===== config.mk =====
export PLATFORM = sky130hd
export DESIGN_NAME = iir_mac_sched
export DESIGN_NICKNAME = d
export VERILOG_FILES = /design/src/rtl/iir_pkg.sv /design/src/rtl/iir_mac.sv /design/src/rtl/iir_mac_sched.sv
export SDC_FILE = /design/constraint.sdc
export NUM_CORES = 2
export LEC_CHECK = 0
export CAP_MARGIN = 10
export CORE_AREA = 2 2 309 311
export CTS_CLUSTER_DIAMETER = 40
export DETAILED_ROUTE_END_ITERATION = 8
export DIE_AREA = 0 0 311 313
export PLACE_DENSITY = 0.58
export SLEW_MARGIN = 30
export SYNTH_ARGS = -nofsm -noshare
export SYNTH_HDL_FRONTEND = slang
export SYNTH_SLANG_ARGS = --single-unit

===== constraint.sdc =====
create_clock -name clk -period 13.7 [get_ports clk]
set_input_delay 2.055 -clock clk [delete_from_list [all_inputs] [get_ports clk]]
set_output_delay 2.055 -clock clk [all_outputs]
set_load 0.01 [all_outputs]

===== src/rtl/iir_pkg.sv =====
// iir_pkg: shared types and constants for the iir_mac_sched biquad controller.
package iir_pkg;

  typedef enum logic [1:0] {
    IDLE = 2'd0,
    MAC  = 2'd1,
    DONE = 2'd2
  } state_e;

  // Tap index: 0=b0*x, 1=b1*x1, 2=b2*x2, 3=-a1*y1, 4=-a2*y2
  typedef logic [2:0] tap_t;

  localparam tap_t LAST_TAP = 3'd4;

  localparam logic [2:0] CFG_B0 = 3'd0;
  localparam logic [2:0] CFG_B1 = 3'd1;
  localparam logic [2:0] CFG_B2 = 3'd2;
  localparam logic [2:0] CFG_A1 = 3'd3;
  localparam logic [2:0] CFG_A2 = 3'd4;

  localparam int B0_DEF = 6;
  localparam int B1_DEF = 1;
  localparam int B2_DEF = 2;
  localparam int A1_DEF = 4;
  localparam int A2_DEF = 3;

endpackage


===== src/rtl/iir_mac.sv =====
// iir_mac: shared signed multiply-accumulate, one product per enabled cycle.
// Build option IIR_SAT_EN: widen the accumulator to 2*DATA_W+3 bits and
// saturate the result to the DATA_W signed range; otherwise wrap mod 2^DATA_W.
module iir_mac #(
  parameter int DATA_W = 32
) (
  input  logic              clk,
  input  logic              reset,
  input  logic              clr,
  input  logic              en,
  input  logic              sub,
  input  logic [DATA_W-1:0] coef,
  input  logic [DATA_W-1:0] data,
  output logic [DATA_W-1:0] result
);

`ifdef IIR_SAT_EN
  localparam int ACC_W = 2 * DATA_W + 3;
  localparam logic signed [ACC_W-1:0] SAT_MAX =
    {{(ACC_W-DATA_W+1){1'b0}}, {(DATA_W-1){1'b1}}};
  localparam logic signed [ACC_W-1:0] SAT_MIN =
    {{(ACC_W-DATA_W+1){1'b1}}, {(DATA_W-1){1'b0}}};

  logic [2*DATA_W-1:0] prod;
  logic [ACC_W-1:0]    prod_ext;

  // Full-precision signed product: the low 2*DATA_W bits of the product of
  // sign-extended operands are exact, then sign-extend into the accumulator.
  always_comb begin
    prod     = {{DATA_W{coef[DATA_W-1]}}, coef} * {{DATA_W{data[DATA_W-1]}}, data};
    prod_ext = {{(ACC_W-2*DATA_W){prod[2*DATA_W-1]}}, prod};
  end
`else
  localparam int ACC_W = DATA_W;

  logic [DATA_W-1:0] prod;
  logic [ACC_W-1:0]  prod_ext;

  // Truncated product: two's complement wrap makes signedness irrelevant here.
  always_comb begin
    prod     = coef * data;
    prod_ext = prod;
  end
`endif

  logic signed [ACC_W-1:0] acc_q, acc_d;

  // Next accumulator: clear on sample accept, add/subtract one product per tap.
  always_comb begin
    acc_d = acc_q;
    if (clr)
      acc_d = '0;
    else if (en)
      acc_d = sub ? (acc_q - $signed(prod_ext)) : (acc_q + $signed(prod_ext));
  end

  // Accumulator register.
  always_ff @(posedge clk) begin
    if (reset) acc_q <= '0;
    else       acc_q <= acc_d;
  end

`ifdef IIR_SAT_EN
  // Clamp the wide accumulator into the DATA_W signed range.
  always_comb begin
    result = acc_q[DATA_W-1:0];
    if (acc_q > SAT_MAX)      result = SAT_MAX[DATA_W-1:0];
    else if (acc_q < SAT_MIN) result = SAT_MIN[DATA_W-1:0];
  end
`else
  // Accumulator already holds the wrapped result.
  always_comb begin
    result = acc_q;
  end
`endif

endmodule


===== src/rtl/iir_mac_sched.sv =====
// iir_mac_sched: time-multiplexed biquad controller. One MAC is stepped over
// the five taps per sample; owns coefficient file, history and handshakes.
// Build option IIR_SAT_EN selects a saturating result (see iir_mac).
module iir_mac_sched
  import iir_pkg::*;
#(
  parameter int                       DATA_W  = 32,
  parameter logic signed [DATA_W-1:0] B0_INIT = DATA_W'(B0_DEF),
  parameter logic signed [DATA_W-1:0] B1_INIT = DATA_W'(B1_DEF),
  parameter logic signed [DATA_W-1:0] B2_INIT = DATA_W'(B2_DEF),
  parameter logic signed [DATA_W-1:0] A1_INIT = DATA_W'(A1_DEF),
  parameter logic signed [DATA_W-1:0] A2_INIT = DATA_W'(A2_DEF)
) (
  input  logic              clk,
  input  logic              reset,
  input  logic              in_valid,
  output logic              in_ready,
  input  logic [DATA_W-1:0] in_data,
  output logic              out_valid,
  input  logic              out_ready,
  output logic [DATA_W-1:0] out_data,
  input  logic              cfg_we,
  input  logic [2:0]        cfg_addr,
  input  logic [DATA_W-1:0] cfg_data,
  output logic              busy
);

  state_e            state_q, state_d;
  tap_t              tap_q, tap_d;
  logic [DATA_W-1:0] x_q, x_d;
  logic [DATA_W-1:0] x1_q, x1_d, x2_q, x2_d;
  logic [DATA_W-1:0] y1_q, y1_d, y2_q, y2_d;
  logic [DATA_W-1:0] coef_q [5];
  logic [DATA_W-1:0] coef_d [5];

  logic              accept;
  logic              mac_en, mac_sub;
  logic [DATA_W-1:0] mac_coef, mac_data, mac_y;

  assign in_ready  = (state_q == IDLE);
  assign out_valid = (state_q == DONE);
  assign busy      = (state_q != IDLE);
  assign accept    = in_valid && in_ready;
  assign mac_en    = (state_q == MAC);
  assign out_data  = mac_y;

  // FSM next state, tap sequencing, history shift and coefficient writes.
  always_comb begin
    state_d = state_q;
    tap_d   = tap_q;
    x_d     = x_q;
    x1_d    = x1_q;
    x2_d    = x2_q;
    y1_d    = y1_q;
    y2_d    = y2_q;
    coef_d  = coef_q;
    unique case (state_q)
      IDLE: begin
        // Write lands at the accept edge so the new sample sees it.
        if (cfg_we) begin
          case (cfg_addr)
            CFG_B0:  coef_d[0] = cfg_data;
            CFG_B1:  coef_d[1] = cfg_data;
            CFG_B2:  coef_d[2] = cfg_data;
            CFG_A1:  coef_d[3] = cfg_data;
            CFG_A2:  coef_d[4] = cfg_data;
            default: ;
          endcase
        end
        if (accept) begin
          x_d     = in_data;
          tap_d   = '0;
          state_d = MAC;
        end
      end
      MAC: begin
        tap_d = tap_q + 3'd1;
        if (tap_q == LAST_TAP) state_d = DONE;
      end
      DONE: begin
        if (out_ready) begin
          x2_d    = x1_q;
          x1_d    = x_q;
          y2_d    = y1_q;
          y1_d    = mac_y;
          state_d = IDLE;
        end
      end
      default: state_d = IDLE;
    endcase
  end

  // Route the current tap's coefficient and history operand to the MAC.
  always_comb begin
    mac_coef = '0;
    mac_data = '0;
    mac_sub  = 1'b0;
    case (tap_q)
      3'd0: begin mac_coef = coef_q[0]; mac_data = x_q;  end
      3'd1: begin mac_coef = coef_q[1]; mac_data = x1_q; end
      3'd2: begin mac_coef = coef_q[2]; mac_data = x2_q; end
      3'd3: begin mac_coef = coef_q[3]; mac_data = y1_q; mac_sub = 1'b1; end
      3'd4: begin mac_coef = coef_q[4]; mac_data = y2_q; mac_sub = 1'b1; end
      default: ;
    endcase
  end

  // State, history and coefficient registers.
  always_ff @(posedge clk) begin
    if (reset) begin
      state_q   <= IDLE;
      tap_q     <= '0;
      x_q       <= '0;
      x1_q      <= '0;
      x2_q      <= '0;
      y1_q      <= '0;
      y2_q      <= '0;
      coef_q[0] <= B0_INIT;
      coef_q[1] <= B1_INIT;
      coef_q[2] <= B2_INIT;
      coef_q[3] <= A1_INIT;
      coef_q[4] <= A2_INIT;
    end else begin
      state_q <= state_d;
      tap_q   <= tap_d;
      x_q     <= x_d;
      x1_q    <= x1_d;
      x2_q    <= x2_d;
      y1_q    <= y1_d;
      y2_q    <= y2_d;
      coef_q  <= coef_d;
    end
  end

  iir_mac #(.DATA_W(DATA_W)) u_mac (
    .clk    (clk),
    .reset  (reset),
    .clr    (accept),
    .en     (mac_en),
    .sub    (mac_sub),
    .coef   (mac_coef),
    .data   (mac_data),
    .result (mac_y)
  );

endmodule


---- Yosys cells after proc, flatten, opt, wreduce, memory -nomap -nowiden ----
Index checks and enable logic that the tools add are counted.
word-level totals
  flip-flop bits (word level) ............. 357
  bits in latches ......................... 0
  bits in writable memories ............... 0
  ROM bits ................................ 0
  input bits .............................. 72
  output and inout port bits .............. 35
  logic and storage cells ................. 57
  memories kept ........................... 0
operators by class
  add/subtract/negate cells ............... 3
  $mul .................................... 1
  divide/modulo/power cells ............... 0
  magnitude comparators ................... 0
  eq/ne operators ......................... 13
  shift operators ......................... 0
  muxes and demuxes ....................... 10
  bitwise logic cells ..................... 0
  reduce and logical (&&, ||, !) cells .... 17
operators by type and width
  kind                                                                     count
  32-bit case mux with 5 select lines                                      2
  32-bit adder                                                             1
  32-bit by 32-bit multiplier with 32-bit output                           1
  32-bit two-way mux                                                       1
  32-bit subtractor                                                        1
  3-bit AND reduction                                                      6
  3-bit by 2-bit equality test with 1-bit output, second input constant    4
  3-bit by 1-bit equality test with 1-bit output, second input constant    2
  3-bit equality test, second input constant                               2
  3-bit logical NOT                                                        2
  2-bit two-way mux                                                        3
  2-bit by 1-bit inequality test with 1-bit output, second input constant  3
  2-bit case mux with 3 select lines                                       1
  3-bit case mux with 2 select lines                                       1
  2-bit AND reduction                                                      3
  2-bit nonzero test                                                       2
  2-bit OR reduction                                                       2
  3-bit by 1-bit adder with 3-bit output, second input constant            1
  3-bit two-way mux                                                        1
  2-bit by 1-bit equality test with 1-bit output, second input constant    1
  2-bit equality test, second input constant                               1
  2-bit logical NOT                                                        1
  1-bit logical AND                                                        1
  1-bit two-way mux                                                        1

---- Longest topological paths before layout ----
  depth after elaboration ................. 5
  gate-level depth with buffers ........... 53
  mapped depth without buffers ............ 43

---- Hierarchy ----
A second synthesis with hierarchy kept.
unflattened totals
  cell total of the unflattened synthesis .. 3753
  area total of the unflattened synthesis .. 32994.1 µm²
by module, submodules not included
  module         instances  cells an instance  area each (µm²)  seq. area each (µm²)
  iir_mac        1          2219               19258.5          640.6
  iir_mac_sched  1          1534               13735.7          6506.2

---- Worst setup path before layout ----
No wires, ideal clock.
  kind .................................... register to register
  start ................................... register tap_q[2]
  end ..................................... register u_mac.acc_q[31], in the netlist u_mac.result[31]
  data arrival time ....................... 11.520 ns
  setup slack ............................. 2.110 ns
  stages on the path, launching flop included .. 54
  path buffers ............................ 11
  period minus slack after synthesis ...... 11.590 ns
  path through ............................ dfxtp_1 -> buf_6 -> buf_6 -> buf_2 -> buf_2 -> buf_2 -> buf_1 -> inv_1 -> ha_1 -> buf_4 -> clkbuf_1 -> a222oi_1 -> o21a_1 -> clkbuf_1 -> clkbuf_1 -> nor2_1 -> fa_1 -> fa_1 -> (+18 left out) -> or2_2 -> nor3b_1 -> nand3_1 -> a21oi_1 -> a21oi_1 -> xor2_1 -> ha_1 -> a21o_1 -> a21oi_1 -> nor2b_1 -> nor2_1 -> o21a_1 -> a31oi_1 -> a221o_1 -> a21oi_1 -> xnor2_1 -> or3_1 -> a21oi_1
between the ends
  cells in the longest elaborated chain, start to end .. 5
  elaborated cells between the ends (all ways) .. 13
  classes of those cells .................. add/sub: 2; mul: 1; eq/ne: 4; mux: 4; reduce/logical: 2
RTL lines
  what                                               RTL line              text
  from (decl)                                        iir_mac_sched.sv:29   tap_t tap_q, tap_d;
  from (signal assigned)                             iir_mac_sched.sv:125  tap_q <= tap_d;
  3-bit equality test, or another cell as far along  iir_mac_sched.sv:98   case (tap_q)
  32-bit case mux with 5 select lines                iir_mac_sched.sv:98
  32-bit by 32-bit multiplier with 32-bit output     iir_mac.sv:41         prod = coef * data;
  32-bit adder or 32-bit subtractor (tied branches)  iir_mac.sv:54         acc_d = sub ? (acc_q - $signed(prod_ext)) : (acc_q + $signed(prod_ext));
  32-bit two-way mux (*)                             iir_mac.sv:54
  to (signal assigned)                               iir_mac.sv:59         if (reset) acc_q <= '0;
  to (signal assigned)                               iir_mac.sv:60         else acc_q <= acc_d;
  to (decl)                                          iir_mac.sv:46         logic signed [ACC_W-1:0] acc_q, acc_d;
Mark *: on every way between the ends. The rest lies on a longest branch, timed or not.
A chain may end at the register's enable or synchronous reset.

---- Worst setup path in the final report ----
Same ends and word-level chain as after synthesis.

==> impl_metrics.xml <==
<?xml version="1.0" encoding="UTF-8"?>
<metrics>
  <group name="power_and_ir_drop">
    <metric name="power_frac_comb" unit="%">24.9</metric>
    <metric name="p_leak" unit="nW">15.1</metric>
    <metric name="finalPower" unit="mW">3.28</metric>
    <metric name="power.share.sequential" unit="%">33.3</metric>
    <metric name="power.share.clock" unit="%">41.9</metric>
    <metric name="power.switching" unit="mW">1.08</metric>
    <metric name="cellInternalPower" unit="mW">2.20</metric>
    <metric name="netSwitchingFraction" unit="%">32.9</metric>
    <metric name="peakVddDrop" unit="V">0.0000945</metric>
    <metric name="powerDensity" unit="nW/um^2">89.7</metric>
  </group>
  <group name="place">
    <metric name="placement.io_buffers" unit="">106</metric>
    <metric name="dp_slack" unit="ps">2040</metric>
    <metric name="dp_hpwl" unit="mm">78.6</metric>
    <metric name="routabilityCongestion" unit="">0.914</metric>
    <metric name="placement.cell_area" unit="sq um">34800</metric>
  </group>
  <group name="routing">
    <metric name="via_per_inst" unit="">5.18</metric>
    <metric name="route.final.wire_length" unit="mm">106</metric>
    <metric name="drc" unit="">0</metric>
    <metric name="post_drt_wl_per_cell" unit="um">19.8</metric>
    <metric name="via_count" unit="">27700</metric>
    <metric name="firstDrtPassIters" unit="">7</metric>
    <metric name="drt-initial-drc-count" unit="">2121</metric>
    <metric name="drt.antenna.violating_nets" unit="">0</metric>
  </group>
  <group name="timing">
    <metric name="setup_repair_after_global_routing_missed_its_margin" unit="">no</metric>
    <metric name="timing.final.max_slew_violations" unit="">0</metric>
    <metric name="totalNegativeSetupSlack" unit="ps">0</metric>
    <metric name="slew_headroom" unit="%">31.4</metric>
    <metric name="worst_pin_slew" unit="ps">1020</metric>
    <metric name="period_minus_slack" unit="ps">11770</metric>
    <metric name="max_freq" unit="MHz">85.0</metric>
    <metric name="number_of_endpoints_failing_setup_at_the_final_stage" unit="">0</metric>
    <metric name="final_hold_viol_count" unit="">0</metric>
    <metric name="worst_slack" unit="ps">1930</metric>
    <metric name="finalClockSkew" unit="ps">16.3</metric>
    <metric name="min_period_over_period" unit="%">85.9</metric>
  </group>
  <group name="global_route">
    <metric name="grt_max_degree" unit="">102</metric>
    <metric name="grt_remaining_overflow" unit="">0</metric>
    <metric name="grt_pass1_wl" unit="mm">165</metric>
    <metric name="grt_pass1_vias" unit="">27500</metric>
    <metric name="initial_antenna_violation_count" unit="">4</metric>
    <metric name="grt_use_total" unit="%">21.8</metric>
  </group>
  <group name="worst_setup_path">
    <metric name="worstSetupPathType" unit="">flip-flop to flip-flop</metric>
    <metric name="cp-start-kind" unit="">flip-flop</metric>
    <metric name="critPathRequiredTime" unit="ps">14240</metric>
    <metric name="cp_slowest_stage_delay" unit="ps">720</metric>
    <metric name="worstPathMaxFanout" unit="">53</metric>
    <metric name="slowest_stage" unit="">sky130_fd_sc_hd__dfxtp_4</metric>
    <metric name="worst_path_arrival" unit="ps">12310</metric>
    <metric name="reg2reg_setup_slack" unit="ps">1930</metric>
    <metric name="critPathCaptureType" unit="">flip-flop</metric>
    <metric name="buffers_plus_inverters_on_the_worst_setup_path" unit="">5</metric>
    <metric name="critPathMostFrequentCell" unit="">sky130_fd_sc_hd__fa_1</metric>
    <metric name="critical-path-top-delay-family" unit="">adder cells</metric>
  </group>
  <group name="synth">
    <metric name="synth_ff_type" unit="">sky130_fd_sc_hd__dfxtp_1</metric>
    <metric name="yosys_register_bits" unit="">357</metric>
    <metric name="post_synth_fa_ha_maj_area_fraction" unit="%">31.2</metric>
    <metric name="synthesis.area_per_instance" unit="sq um">8.01</metric>
    <metric name="postSynthCellCount" unit="">4070</metric>
    <metric name="muxShareOfSynthArea" unit="%">0.219</metric>
    <metric name="synth.lib_cells_used.distinct" unit="">84</metric>
    <metric name="synth_area" unit="sq um">32600</metric>
    <metric name="synth-edff-count" unit="">0</metric>
    <metric name="synth_fp_nets" unit="">4711</metric>
    <metric name="asyncSetResetFlopFracSynth" unit="%">0</metric>
    <metric name="yosys_warnings" unit="">0</metric>
    <metric name="synth-compound-area-share" unit="%">14.2</metric>
    <metric name="seq_area_frac_synth" unit="%">21.9</metric>
    <metric name="yosys.area_share.simple" unit="%">19.8</metric>
    <metric name="post_synth_xor_area_fraction" unit="%">3.77</metric>
    <metric name="largest_family_of_logic_cells_by_synthesized_area" unit="">adder cells</metric>
  </group>
  <group name="clocking">
    <metric name="cts.path.max_buffers" unit="">3</metric>
    <metric name="post_cts.resized_instances" unit="">0</metric>
    <metric name="post_cts_buffers" unit="">0</metric>
    <metric name="h-tree-depth" unit="">2</metric>
    <metric name="cts_inserted_buffers" unit="">53</metric>
    <metric name="cts.sinks" unit="">357</metric>
    <metric name="clk_lat_worst_skew" unit="ps">610</metric>
    <metric name="cts-hold-fix-buffers" unit="">0</metric>
    <metric name="clk_pin_slew" unit="ps">60</metric>
    <metric name="cts.root.buffer_cell" unit="">sky130_fd_sc_hd__clkbuf_16</metric>
    <metric name="tritoncts" unit="">built</metric>
  </group>
  <group name="finish">
    <metric name="antennaDiodeCount" unit="">0</metric>
    <metric name="most-common-layout-cells" unit="">sky130_fd_sc_hd__nand2_1 (1028), sky130_fd_sc_hd__inv_1 (486), sky130_fd_sc_hd__fa_1 (409)</metric>
    <metric name="most_common_cell_after_layout_fill_and_taps_aside" unit="">sky130_fd_sc_hd__nand2_1</metric>
    <metric name="nNetsFinal" unit="">4693</metric>
    <metric name="post-route-cell-area" unit="sq um">36600</metric>
    <metric name="fillCellCount" unit="">9828</metric>
    <metric name="area_growth" unit="%">12.3</metric>
    <metric name="post_route_cells_drive_above_1_share" unit="%">5.45</metric>
  </group>
  <group name="status">
    <metric name="run_status" unit="">finished, final reports clean</metric>
  </group>
  <group name="job">
    <metric name="cap_viol_max_count" unit="">0</metric>
  </group>
  <group name="min_path">
    <metric name="holdCritPathClass" unit="">flip-flop to flip-flop</metric>
  </group>
  <group name="die">
    <metric name="io_pins" unit="">107</metric>
    <metric name="core_area" unit="sq um">94200</metric>
    <metric name="fp-row-count" unit="">113</metric>
    <metric name="dieHeight" unit="um">313</metric>
    <metric name="width_of_the_die" unit="um">311</metric>
    <metric name="design.die.area" unit="sq um">97300</metric>
    <metric name="initial_utilization" unit="%">34.6</metric>
  </group>
</metrics>
worst reg2reg max path: cells and delay by family, from the launching register on:
| kind | cells | cell delay (ps) |
|---|---|---|
| adder cells (fa/ha/maj) | 11 | 4630 |
| AO/OA/AOI/OAI | 14 | 3540 |
| AND/OR/NAND/NOR | 10 | 2230 |
| flip-flops | 1 | 720 |
| buffers and inverters | 5 | 300 |
| XOR/XNOR | 2 | 260 |
synthesized netlist by cell type (all sizes together), types with 13 or more instances:
master   instances  area share (%)
a21o            23            0.53
xnor2          101             2.8
nor2           275             3.2
nand2         1030              12
and2            44            0.85
ha             160             6.1
xor2            35            0.94
a222oi          27            0.83
fa             409              25
o21a            30            0.69
nand4           13            0.33
o2111ai         28            0.94
clkbuf         189             2.2
nor3            15            0.23
nand3b          53             1.2
a21oi          403             6.2
nand3           50            0.80
dfxtp          357              22
o21ai           55            0.91
buf             55             1.1
a31oi           15            0.29
a22oi           63             1.4
o2111a          17            0.59
inv            487             5.6
path summary, 6_finish.rpt:
kind	depth (start not counted)	end	start
worst max-delay path	42	u_mac.result[31]$_SDFFE_PP0P_	tap_q[2]$_SDFFE_PP0P_
worst min-delay path	2	coef_q[146]$_SDFFE_PP0P_	coef_q[146]$_SDFFE_PP0P_
worst max register to register	42	u_mac.result[31]$_SDFFE_PP0P_	tap_q[2]$_SDFFE_PP0P_
worst min register to register	2	coef_q[146]$_SDFFE_PP0P_	coef_q[146]$_SDFFE_PP0P_
power by group through the flow:
stage | registers [mW] | logic [mW] | clock network (mW)
2_1_floorplan | 1.10 | 0.549 | 0
3_3_place_gp | 1.12 | 0.806 | 0
3_5_place_dp | 1.12 | 0.807 | 0
4_1_cts | 1.09 | 0.813 | 1.40
5_1_grt | 1.10 | 0.903 | 1.44
6_report | 1.09 | 0.816 | 1.37
per-layer routing:
layer | track usage, % | wire (um) | vias to the layer above
li1 | - | - | 13000
met1 | 28.5 | 44800 | 13600
met2 | 35.5 | 48800 | 920
met3 | 3.37 | 6990 | 217
met4 | 10.0 | 5260 | 4
met5 | 0 | 28 | -
layout make-up:
type	instances	area, sq um	area share (%)
multi-input cells	2982	22700	61.9
flip-flops and latches	357	7150	19.5
inverters	487	1830	4.99
repair buffers	171	1580	4.32
well taps	1265	1580	4.32
clock buffers	64	1440	3.93
clock inverters	32	357	0.974
stage by stage:
step | util (%) | std cells | hold WS [ps]
after global routing | 38.9 | 5358 | 466
after CTS | 38.8 | 5357 | 452
after global placement | 36.9 | 5261 | 438
after detailed placement | 36.9 | 5261 | 446
final | 38.9 | 5358 | 450
after floorplan | - | 4070 | 428
sequential cells by signal, indices dropped and copies added, names as in the netlist:
register / count
coef_q: 160
u_mac.result: 32
x1_q: 32
x2_q: 32
x_q: 32
y1_q: 32
y2_q: 32
tap_q: 3
state_q: 2
cell families (layout without fill, tap and decap cells):
logic type      count (synthesis)  after routing
xor+xnor                      137            137
simple gates                 1544           1544
buf+inv                       731            754
fa+ha+maj                     569            569
compound gates                725            725
flops                         357            357
mux                             7              7
Power figures use the tool's default switching activity.
